[src/rtl/fib_pkg.sv]
`default_nettype none
// ============================================================================
// Module   : fib_pkg
// Purpose  : Shared definitions for the Fibonacci sequence controller: the
//            controller state enum and the operand-mux select encodings.
// Revision : 1.0 - initial release
// ============================================================================
package fib_pkg;

  // Controller states
  typedef enum logic [2:0] {
    IDLE  = 3'd0,
    INIT0 = 3'd1,
    INIT1 = 3'd2,
    RUN   = 3'd3,
    DONE  = 3'd4
  } fib_state_e;

  // Operand mux select encodings (A=0, B=1, C=sum, D=current term)
  localparam logic [1:0] SEL_ZERO = 2'b00;
  localparam logic [1:0] SEL_ONE  = 2'b01;
  localparam logic [1:0] SEL_SUM  = 2'b10;
  localparam logic [1:0] SEL_HOLD = 2'b11;

endpackage : fib_pkg
`default_nettype wire

[src/rtl/fib_seq_ctrl.sv]
`default_nettype none
// ============================================================================
// Module   : fib_seq_ctrl
// Purpose  : Sequential controller around an external 4-to-1 operand mux.
//            Steers the mux select and registers the mux output as the current
//            Fibonacci term, stopping before a term would overflow 'size' bits.
// Ports    : clk        - clock, rising edge
//            rst_n      - asynchronous active-low reset
//            start      - begin / restart the sequence (priority over step)
//            step       - advance one term while running
//            mux_o      - operand mux output (consumed as next term)
//            sel        - operand mux select
//            sum_out    - prev+curr truncated, feeds mux input C
//            term       - current term register, feeds mux input D
//            idx        - index n of term
//            term_valid - one-cycle pulse after each term update
//            busy       - high in INIT0 / INIT1 / RUN
//            done       - high once the sequence is exhausted
// Revision : 1.0 - initial release
// ============================================================================
module fib_seq_ctrl
  import fib_pkg::*;
#(
  parameter int size = 4
) (
  input  logic              clk,
  input  logic              rst_n,
  input  logic              start,
  input  logic              step,
  input  logic [size-1:0]   mux_o,
  output logic [1:0]        sel,
  output logic [size-1:0]   sum_out,
  output logic [size-1:0]   term,
  output logic [size-1:0]   idx,
  output logic              term_valid,
  output logic              busy,
  output logic              done
);

  localparam logic [size-1:0] c_ONE = {{(size-1){1'b0}}, 1'b1};

  fib_state_e        state_q, state_d;
  logic [size-1:0]   prev_q,  prev_d;
  logic [size-1:0]   curr_q,  curr_d;
  logic [size-1:0]   idx_q,   idx_d;
  logic              tv_q,    tv_d;

  logic [size:0]     w_sum_wide;
  logic              w_carry;
  logic              w_update;

  // One extra bit so an overflowing sum is detected instead of wrapping into curr
  assign w_sum_wide = {1'b0, prev_q} + {1'b0, curr_q};
  assign w_carry    = w_sum_wide[size];

  // --------------------------------------------------------------------------
  // State register
  // --------------------------------------------------------------------------
  always_ff @(posedge clk or negedge rst_n) begin
    if (!rst_n) begin
      state_q <= IDLE;
      prev_q  <= '0;
      curr_q  <= '0;
      idx_q   <= '0;
      tv_q    <= 1'b0;
    end else begin
      state_q <= state_d;
      prev_q  <= prev_d;
      curr_q  <= curr_d;
      idx_q   <= idx_d;
      tv_q    <= tv_d;
    end
  end

  // --------------------------------------------------------------------------
  // Next-state and select decode
  // --------------------------------------------------------------------------
  always_comb begin
    state_d  = state_q;
    idx_d    = idx_q;
    sel      = SEL_HOLD;
    w_update = 1'b0;

    case (state_q)
      IDLE: begin
        if (start) state_d = INIT0;
      end

      INIT0: begin
        sel = SEL_ZERO;
        if (start) begin
          state_d = INIT0;
        end else begin
          w_update = 1'b1;
          idx_d    = '0;
          state_d  = INIT1;
        end
      end

      INIT1: begin
        sel = SEL_ONE;
        if (start) begin
          state_d = INIT0;
        end else begin
          w_update = 1'b1;
          idx_d    = c_ONE;
          state_d  = RUN;
        end
      end

      RUN: begin
        sel = step ? SEL_SUM : SEL_HOLD;
        if (start) begin
          state_d = INIT0;
        end else if (step) begin
          if (!w_carry) begin
            w_update = 1'b1;
            idx_d    = idx_q + c_ONE;
          end else begin
            // Next term would not fit: stop without touching the registers
            state_d = DONE;
          end
        end
      end

      DONE: begin
        if (start) state_d = INIT0;
      end

      default: begin
        state_d = IDLE;
      end
    endcase
  end

  // Every update shifts the pair and captures the mux output
  always_comb begin
    prev_d = prev_q;
    curr_d = curr_q;
    tv_d   = 1'b0;
    if (w_update) begin
      prev_d = curr_q;
      curr_d = mux_o;
      tv_d   = 1'b1;
    end
  end

  // --------------------------------------------------------------------------
  // Outputs
  // --------------------------------------------------------------------------
  assign sum_out    = w_sum_wide[size-1:0];
  assign term       = curr_q;
  assign idx        = idx_q;
  assign term_valid = tv_q;
  assign busy       = (state_q == INIT0) || (state_q == INIT1) || (state_q == RUN);
  assign done       = (state_q == DONE);

endmodule : fib_seq_ctrl
`default_nettype wire

[config.mk]
export PLATFORM = sky130hd
export DESIGN_NAME = fib_seq_ctrl
export DESIGN_NICKNAME = d
export VERILOG_FILES = /design/src/rtl/fib_pkg.sv /design/src/rtl/fib_seq_ctrl.sv
export SDC_FILE = /design/constraint.sdc
export NUM_CORES = 1
export LEC_CHECK = 0
export BUFFER_PORTS_ARGS = -buffer_cell sky130_fd_sc_hd__buf_2
export CAP_MARGIN = 0
export CORE_ASPECT_RATIO = 0.7
export CORE_MARGIN = 2
export CORE_UTILIZATION = 30
export CTS_BUF_LIST = sky130_fd_sc_hd__clkbuf_8 sky130_fd_sc_hd__clkbuf_16
export DETAILED_ROUTE_END_ITERATION = 10
export PLACE_DENSITY_LB_ADDON = 0.2
export SLEW_MARGIN = 25
export SYNTH_ARGS = -nofsm -noshare
export SYNTH_HDL_FRONTEND = slang
export SYNTH_SLANG_ARGS = --single-unit
[constraint.sdc]
create_clock -name clk -period 5.4 [get_ports clk]
set_input_delay 0.27 -clock clk [delete_from_list [all_inputs] [get_ports clk]]
set_output_delay 0.27 -clock clk [all_outputs]
set_load 0.01 [all_outputs]
==> flow_summary_export.csv <==
group,metric,value,unit
outcome,outcome,"finished, final reports clean",
clock_network,cts_tree,"yes",
power_and_ir_drop,power.leakage,0.5577,nW
grt,grt_usage,0.1117,
timing,finClkSkew,0.005528,ns
placed_design,post-place-ws,2.890,ns
logic_synthesis,ys_ff_latch,16,
logic_synthesis,synth_top_family_by_area,"multiplexers",
grt,antenna_found_initial,0,
finish,utilization,0.3856,
worst_setup_path,crit_slowest_cell,"and3_1",
finish,diodes,0,
finish,nets,116,
logic_synthesis,synth-xor-area-share,0.02901,
worst_setup_path,r2r_end,"idx[0]",
detailed_routing,dr.pass1.iters,4,
grt,grt_max_degree,17,
clock_network,numCtsBuffers,3,
power_and_ir_drop,irDropWorstVdd,0.1882,mV
finish,syn2layout_area_growth,20.99,%
timing,min_period,2.542,ns
logic_synthesis,synth_top_area_cell,"dfrtp_1",
worst_setup_path,worst_path_largest_cell_delay,0.65,ns
logic_synthesis,ys_top_cells_by_area,"dfrtp_1, mux2_4, ha_1, mux2_2, a21o_1",
timing,fmaxAchievable,393.4,MHz
floorplanning,die-width,69.68,um
worst_setup_path,crit_required,5.54,ns
grt,grt_pass1_wl,3.029,mm
worst_setup_path,cp_cell_sequence,"ha_1, fa_1, a21o_1, nand4_1, and3_1, mux2_2",
floorplanning,start_util,0.3187,
logic_synthesis,synth_cell_types,32,
worst_setup_path,path_class,"flop to flop",
clock_network,h-tree-depth,1,
hold_path,worstHoldStart,"start",
worst_setup_path,endpoint_kind,"flop",
run,maxCapViolCount,0,
clock_network,root_buffer,"clkbuf_8",
finish,fill_cells,294,
placed_design,hpwl,1.299,mm
grt,grt_pass1_vias,669,
clock_network,cts.path.max_buffers,2,
placed_design,port_buffers,24,
power_and_ir_drop,power_density,638.9,nW/um^2
hold_path,hp-class,"primary input to flop",
logic_synthesis,synth_compound_area_frac,0.1077,
worst_setup_path,reg2reg_slack,2.86,ns
floorplanning,coreArea,2843,um^2
logic_synthesis,synthAdderAreaFrac,0.09116,
logic_synthesis,muxShareOfSynthArea,0.1478,
detailed_routing,dr_total_vias,651,
timing,rsz0062_at_grt,"no",
logic_synthesis,yosys_warnings,0,
logic_synthesis,synthesis.area,905.9,um^2
worst_setup_path,reg2reg_depth,6,
grt,grt_overflow,0,
timing,min_period_over_period,0.4707,
finish,layout_common_cells,"buf_2, dfrtp_1, mux2_4",
worst_setup_path,crit_fanout,13,
logic_synthesis,syn_inst,76,
detailed_routing,antenna_left,0,
finish,drive_gt1_frac,0.4059,
logic_synthesis,ys_seq_area_frac,0.4420,
worst_setup_path,reg2reg_from,"term[0]",
clock_network,ctsResizeCount,0,
logic_synthesis,yosys.area_share.simple,0.1174,
timing,setup_viol,0,
detailed_routing,wl,1.788,mm
worst_setup_path,crit_arrival,2.68,ns
floorplanning,num_rows,16,
detailed_routing,drc,0,
clock_network,clk_pin_slew,0.07,ns
logic_synthesis,syn-num-nets,90,
timing,worst_slack,2.858,ns
floorplanning,io_pins,25,
timing,finalSetupTns,0,ns
finish,final_common_cell,"buf_2",
detailed_routing,vias_per_cell,4.752,
floorplanning,chipHeight,49.98,um
placed_design,routabilityCongestion,0.7484,
logic_synthesis,avgSynthCellArea,11.92,um^2
detailed_routing,routedWlPerCell,13.05,um
timing,maxSlewHeadroom,0.5092,
timing,worst_pin_slew,0.7361,ns
clock_network,cts.sinks,16,
logic_synthesis,yosys.area.top_type_share,0.4420,
floorplanning,dieArea,3482,um^2
clock_network,insertion_delay,0.25,ns
timing,slew_violations,0,
detailed_routing,drt_iter0_drc,18,
timing,finalHoldViolCount,0,
hold_path,min_to,"state_q[2]",
hold_path,hold_depth,2,
worst_setup_path,cp-start-kind,"flop",
worst max-delay path by stage:
stage / start / to / slack [ns] / cells past startpoint
5_1_grt: term[0] / idx[0] / 2.73 / 6
6_report: term[0] / idx[0] / 2.86 / 6
2_1_floorplan: term[0] / prev_q[0] / 3.25 / 8
3_5_place_dp: term[0] / term[1] / 2.89 / 6
3_3_place_gp: term[0] / term[0] / 2.92 / 6
4_1_cts: term[0] / idx[0] / 2.87 / 6
final cells by class:
cell class	count	area (um^2)	share of cell area
Clock buffer	4	55.05	0.05023
Timing Repair Buffer	25	130.1	0.1187
Multi-Input combinational cell	51	446.7	0.4075
Tap cell	36	45.04	0.04110
Inverter	5	18.77	0.01712
Sequential cell	16	400.4	0.3653
flip-flops by register name, summed over array words and instances, names as in the netlist:
signal	cells
prev_q	4
idx	4
term_valid	1
state_q	3
term	4
critical path, delay by kind of cell, from the launching register on:
family                     cells  cell delay [ns]
and+or+nand+nor                2             0.77
adders and majority gates      2             0.63
muxes                          1             0.41
DFF                            1             0.40
AOI/OAI and AO/OA              1             0.21
layer usage:
layer	global-route usage	vias up	routed length, um
met4	0.04808	0	27
li1	-	318	-
met5	0	-	0
met2	0.1651	21	734
met1	0.1459	307	906
met3	0.04294	5	119
kinds of logic after synthesis:
| logic type | after synthesis |
|---|---|
| compound gates | 13 |
| fa+ha+maj | 6 |
| buf+inv | 9 |
| flops | 16 |
| xor+xnor | 3 |
| simple gates | 19 |
| mux | 10 |
repair_timing:
item | 4_1_cts | 5_1_grt
buffers inserted | 0 | 0
hold endpoints to repair | 16 | 0
endpoints found under the setup margin | 0 | 0
hold buffers | 1 | 0
per-stage QoR:
stage / std cells / total power, W / hold slack [ns] / cell area (um^2)
2_1_floorplan: 76 / 0.0004939 / -0.02559 / 905.9
3_3_place_gp: 132 / 0.0005943 / 0.2144 / 1031
3_5_place_dp: 132 / 0.0005963 / 0.2182 / 1031
4_1_cts: 137 / 0.0007112 / 0.2117 / 1096
5_1_grt: 137 / 0.0007625 / 0.2202 / 1096
6_report: 137 / 0.0007003 / 0.2193 / 1096
where the power goes:
group	switching (W)	total, W	internal [W]
registers	0.0000489	0.000215	0.000166
logic	0.000184	0.000377	0.000193
clock network	0.0000437	0.000108	0.0000648
Yosys cell counts:
master	n
a211oi_1	1
a21o_1	4
a21oi_1	2
a31oi_1	1
a32o_1	2
and3_1	1
and3b_2	1
buf_12	1
buf_2	1
buf_6	1
clkbuf_1	1
dfrtp_1	16
fa_1	1
ha_1	5
inv_1	5
mux2_2	3
mux2_4	6
mux2i_1	1
nand2_1	5
nand2_2	1
nand2b_1	1
nand3_1	2
nand4_1	3
nor2_1	2
nor2_2	1
nor2b_1	1
nor3_2	1
o211ai_1	1
o21a_1	1
o22a_1	1
xnor2_1	1
xor2_1	2
No activity file was read; power rests on OpenSTA's default activity.
